$ cat config.mk
export PLATFORM = sky130hd
export DESIGN_NAME = pkt_byte_counter
export DESIGN_NICKNAME = d
export VERILOG_FILES = /design/src/rtl/pkt_pkg.sv /design/src/rtl/pkt_byte_counter.sv
export SDC_FILE = /design/constraint.sdc
export NUM_CORES = 1
export LEC_CHECK = 0
export CORE_ASPECT_RATIO = 0.5
export CORE_UTILIZATION = 40
export DETAILED_ROUTE_END_ITERATION = 7
export PLACE_DENSITY_LB_ADDON = 0.15
export SYNTH_ARGS = -nofsm -noshare
export SYNTH_HDL_FRONTEND = slang
export SYNTH_SLANG_ARGS = --single-unit
export TNS_END_PERCENT = 100
$ cat constraint.sdc
create_clock -name clk -period 8.07 [get_ports clk]
set_input_delay 2.0175 -clock clk [delete_from_list [all_inputs] [get_ports clk]]
set_output_delay 2.0175 -clock clk [all_outputs]
set_load 0.1 [all_outputs]
$ cat src/rtl/pkt_pkg.sv
// Shared types, field layout and byte-count helpers for the packet length path.
package pkt_pkg;

    localparam int unsigned LEN_W             = 16;
    localparam int unsigned STAT_W            = 34;
    localparam int unsigned STAT_HDR_LEN_LSB  = 0;
    localparam int unsigned STAT_MEAS_LSB     = 16;
    localparam int unsigned STAT_MISMATCH_BIT = 32;
    localparam int unsigned STAT_HDR_ERR_BIT  = 33;
    localparam int unsigned KEEP_MAX_W        = 64;
    localparam int unsigned POP_W             = 7;

    typedef enum logic [0:0] {
        S_HEADER  = 1'b0,
        S_PAYLOAD = 1'b1
    } state_t;

    typedef struct packed {
        logic              hdr_err;
        logic              len_mismatch;
        logic [LEN_W-1:0]  measured_len;
        logic [LEN_W-1:0]  header_len;
    } stat_t;

    // Number of set byte enables; narrower keeps are zero-extended by the caller.
    function automatic logic [POP_W-1:0] popcount(input logic [KEEP_MAX_W-1:0] keep);
        logic [POP_W-1:0] n;
        n = '0;
        for (int i = 0; i < int'(KEEP_MAX_W); i++) begin
            n = n + POP_W'(keep[i]);
        end
        return n;
    endfunction

    // Length plus byte count, clamped at all-ones instead of wrapping.
    function automatic logic [LEN_W-1:0] sat_add_len(input logic [LEN_W-1:0] a,
                                                     input logic [POP_W-1:0] b);
        logic [LEN_W:0] s;
        s = {1'b0, a} + (LEN_W+1)'(b);
        return s[LEN_W] ? '1 : s[LEN_W-1:0];
    endfunction

endpackage

$ cat src/rtl/pkt_byte_counter.sv
// Saturating payload byte accumulator for one packet.
module pkt_byte_counter
    import pkt_pkg::*;
#(
    parameter int unsigned KW = 16
) (
    input  logic             clk,
    input  logic             reset,
    input  logic [KW-1:0]    keep,
    input  logic             accept,
    input  logic             last,
    input  logic             clear,
    output logic [LEN_W-1:0] acc,
    output logic [LEN_W-1:0] measured_len_c
);

    // Length including the beat currently being accepted.
    assign measured_len_c = sat_add_len(acc, popcount(KEEP_MAX_W'(keep)));

    // Accumulate accepted beats; the closing beat leaves the counter empty.
    always_ff @(posedge clk) begin
        if (reset) begin
            acc <= '0;
        end else if (clear) begin
            acc <= '0;
        end else if (accept) begin
            acc <= last ? '0 : measured_len_c;
        end
    end

endmodule

* After elaboration in Yosys (flattened, before gate mapping)
Index checks and enable logic that the tools add are counted.
** Word-level totals
- Register bits :: 16
- Bits of input ports :: 21
- Output and inout bits :: 32
- Word-level logic and storage cells :: 20
** Operators by class
- Add/sub/neg operators :: 16
- Mux-type cells :: 2
- Reductions and logical operators :: 1
** Operators with widths (count)
- adder 7 x 1 -> 7 bit :: 9
- 2-to-1 mux 16 bit :: 2
- adder 16 x 7 -> 17 bit :: 1
- adder 6 x 1 -> 7 bit :: 1
- adder 5 x 1 -> 6 bit :: 1
- adder 4 x 1 -> 5 bit :: 1
- adder 3 x 1 -> 4 bit :: 1
- adder 2 x 1 -> 3 bit :: 1
- adder 1 x 1 -> 2 bit :: 1
- OR reduction 2 bit :: 1

* Depth between registers and ports, before layout
- Depth in word-level cells :: 18
- Gate-level depth with buffers :: 15
- Depth with buffers taken out :: 14

* Least setup slack after synthesis
Ideal clock, no wire load.
- Path type :: input to output
- Start :: input keep[0]
- End :: output measured_len_c[9]
- Data arrival time :: 7.132 ns
- Data required time :: 6.052 ns
- Slack :: -1.079 ns
- Stages :: 13
- Cell sequence :: fa_1 > inv_1 > fa_1 > fa_1 > fa_1 > fa_1 > inv_1 > fa_1 > a21oi_1 > o22ai_2 > buf_2 > nand4_1 > a31oi_1
** Between the ends
- Longest elaborated chain between the ends :: 17
** RTL lines
- start, declared :: line pkt_byte_counter.sv:9 : input logic [KW-1:0] keep,
- adder 1 x 1 -> 2 bit :: line pkt_pkg.sv:30 : n = n + POP_W'(keep[i]);
- adder 2 x 1 -> 3 bit :: line pkt_pkg.sv:30
- adder 3 x 1 -> 4 bit :: line pkt_pkg.sv:30
- adder 4 x 1 -> 5 bit :: line pkt_pkg.sv:30
- adder 5 x 1 -> 6 bit :: line pkt_pkg.sv:30
- adder 6 x 1 -> 7 bit :: line pkt_pkg.sv:30
- adder 7 x 1 -> 7 bit (9 in a row) :: line pkt_pkg.sv:30
- adder 16 x 7 -> 17 bit :: line pkt_pkg.sv:39 : s = {1'b0, a} + (LEN_W+1)'(b);
- 2-to-1 mux 16 bit :: line pkt_pkg.sv:40 : return s[LEN_W] ? '1 : s[LEN_W-1:0];
- end, declared :: line pkt_byte_counter.sv:14 : output logic [LEN_W-1:0] measured_len_c
No other way between the ends.

* Final worst setup path
- Start :: input keep[1]
- End :: output measured_len_c[10]
The elaborated chain is that of the path after synthesis.

==> key figures <==
Detailed routing
  • Final ANT Viol Nets: 0
  • DR pass1 iterations: 4
  • Via density: 5.21
  • Routed WL per cell: 13.6 um
  • DRC: 0
  • Vias post-DR: 1569
  • Final WL: 4.10 mm
  • DRT iter0 DRCs: 76

GRT
  • Largest net degree at the start of global routing: 21
  • Total grt overflow: 0
  • Initial antenna violation count: 0
  • GRT Overall Usage: 21.2%
  • Number of global-route vias before repair: 1521
  • First-pass GRT wire length: 6.96 mm

Setup path
  • R2R depth: 14
  • Reg-to-reg endpoint: acc[11]
  • Reg2Reg Setup Slack: 4.18 ns
  • RR Startpoint: acc[0]
  • Crit path from: keep[1]
  • CP endpoint kind: primary output
  • Crit path max-delay cell type: fa_1
  • Crit path DAT: 5.95 ns
  • Critical path class: primary input to primary output
  • Worst EP required: 6.05 ns
  • Critical Path End: measured_len_c[10]
  • Crit path cell chain: buf_6, fa_1, inv_2, fa_1, fa_1, fa_1, fa_2, inv_2, fa_2, a21oi_2, o22ai_2, and3_4, and3_4, mux2_4, buf_12
  • Crit-path most repeated cell: fa_1
  • Crit Path Max Fanout: 4
  • Crit start category: primary input
  • Delay of the slowest critical-path stage: 0.54 ns

Floorplan
  • IO Pins: 53
  • Die H: 46.6 um
  • Total die area: 4240 um^2
  • # rows: 15
  • CORE AREA: 3600 um^2
  • Initial core utilization: 44.1%
  • Die width: 91.1 um

Logic synthesis
  • EDFF count, synth: 0
  • Synth warn: 0
  • Post-synthesis sequential area ratio: 20.2%
  • Net Count, Synth: 226
  • Top-area cell type share of the netlist area: 20.2%
  • Synth unique cells: 48
  • Ys async rst share: 0%
  • Post-Synthesis Cells: 185
  • Top post-synthesis cells by area: dfxtp_1 (20%), fa_1 (15%), inv_1 (6.6%), ha_1 (6.3%), a21oi_1 (3.8%)
  • Post-synth top flop: dfxtp_1
  • Synth cell count leaders: inv_1 (28), dfxtp_1 (16), nand2_1 (15), a21oi_1 (12), fa_1 (12)
  • Synthesized area: 1590 um^2
  • Most frequent cell after synthesis: inv_1
  • Synth area leader: dfxtp_1
  • Synthesized area per cell: 8.58 um^2
  • Number of synthesized register bits: 16

CTS
  • TritonCTS clock tree: yes
  • CTS buffer count: 3
  • Clock tree buffer depth: 2
  • Clock latency on the worst-skew pair: 0.26 ns
  • CTS clk-pin slew, worst paths: 0.07 ns
  • CTS Hold Buffers Added: 0
  • Clock Sinks: 16
  • H-tree levels: 1
  • CTS root buffer: clkbuf_8

Timing
  • Post-layout minimum cycle time: 7.96 ns
  • Hold WS: 0.518 ns
  • Period utilization: 98.7%
  • Slew margin rel.: 34.4%
  • Worst-Margin Slew: 0.981 ns
  • Hold Vio Cnt, Final: 0
  • Final setup violation count: 0
  • Fin Clk Skew: 0.00306 ns
  • RSZ-0062 raised after global routing: yes
  • Fmax: 126 MHz
  • Setup WS post-layout: 0.106 ns
  • Max-slew violations: 0

Worst hold path
  • Hold Path Class: register to register

Power and ir drop
  • P per Cell Area: 342 nW/um^2
  • LEAKAGE: 1.09 nW
  • Worst VDD drop: 692 uV
  • Tot Pwr: 859 uW

Layout
  • Area growth from synthesis to layout: 58.1%
  • Number of flip-flops under the largest register name: 16
  • Ant. Diodes: 0
  • Final nets: 292
  • Share of layout cells above drive strength 1: 29.2%
  • Fin area: 2510 um^2
  • Biggest regs: acc: 16 flops
  • Reg with most FFs: acc
  • Filler instances: 303

Placed design
  • Dpl hpwl: 3.24 mm
  • Pre-CTS setup slack: -0.349 ns
  • Placed Area: 2440 um^2
  • I/O Buffers: 52
  • Global placement routability congestion: 0.864

Job
  • MaxCap Viol Count: 0

Outcome
  • Outcome: complete, no violations
==> logic make-up after synthesis <==
group | Yosys count | share of synthesized area, %
AOI/OAI and AO/OA | 40 | 18.5
xor gates and xnor gates | 6 | 3.31
adders and majority gates | 20 | 21.4
buffers and inverters | 37 | 9.77
DFF | 16 | 20.2
muxes | 7 | 4.81
and+or+nand+nor | 59 | 22.0
==> repair_timing <==
item	in CTS	in global routing
pin swaps	13	13
setup buffers	2	0
resized for setup	27	11
setup endpoints to repair	16	14
==> area by class of cell <==
class / instances / area (um^2) / area share [%]
multi-input combinational: 132 / 1180 / 47.0
tap: 51 / 63.8 / 2.54
clock buffer: 4 / 55.1 / 2.19
timing repair buffer: 70 / 787 / 31.4
sequential: 16 / 320 / 12.8
inverter: 28 / 105 / 4.19
==> critical path: cells and delay by family <==
kind,cells,cell delay (ns)
AOI/OAI and AO/OA,2,0.25
adders and majority gates,6,2.58
buffers and inverters,4,0.38
muxes,1,0.31
and+or+nand+nor,2,0.41
==> through the flow <==
| stage | TNS [ns] | instances | util, % |
|---|---|---|---|
| 3_5_place_dp | -3.48 | 295 | 67.7 |
| 4_1_cts | 0 | 301 | 69.5 |
| 5_1_grt | -0.0195 | 301 | 69.7 |
| 3_3_place_gp | -1.99 | 295 | 67.7 |
| 6_report | 0 | 301 | 69.7 |
| 2_1_floorplan | -0.137 | 185 | - |
==> cell usage in the layout (no fill, tap or decap), drive strengths merged, types with 2 or more instances in the layout <==
cell type,synthesis,layout
buf,7,38
inv,28,28
clkdlybuf4s50,0,27
dfxtp,16,16
nand2,15,15
a21oi,12,12
fa,12,12
ha,8,8
nand3,7,7
a31oi,7,7
and3,7,7
clkbuf,2,7
xnor2,5,5
a211oi,5,5
and4,5,5
mux2,5,5
and2,4,4
a21o,4,4
nor3,4,4
or2,4,4
nand4,3,3
nor2,3,3
nor3b,3,3
nand2b,2,2
mux2i,2,2
clkdlybuf4s15,0,2
a31o,2,2
==> routing by layer <==
metal	wire [um]	GRT usage, %	part of all wire, %
met1	1840	27.0	45
met2	2030	38.8	49
met3	214	3.47	5.2
met4	18	5.71	0.44
met5	0	0	0
==> power breakdown <==
part	switching (mW)	total, mW	leakage, nW	internal [mW]
registers	0.00253	0.0844	0.129	0.0819
clock network	0.0313	0.0747	0.0288	0.0434
logic	0.451	0.700	0.930	0.249
==> worst min path at each step <==
stage	endpoint	cells after the start	slack [ns]	startpoint
CTS	acc[1]	2	0.52	acc[1]
global placement	acc[1]	2	0.49	acc[1]
floorplan	acc[1]	2	0.92	acc[1]
finish	acc[1]	2	0.52	acc[1]
detailed placement	acc[1]	2	0.50	acc[1]
global route	acc[1]	2	0.54	acc[1]
Power figures use the tool's default switching activity.
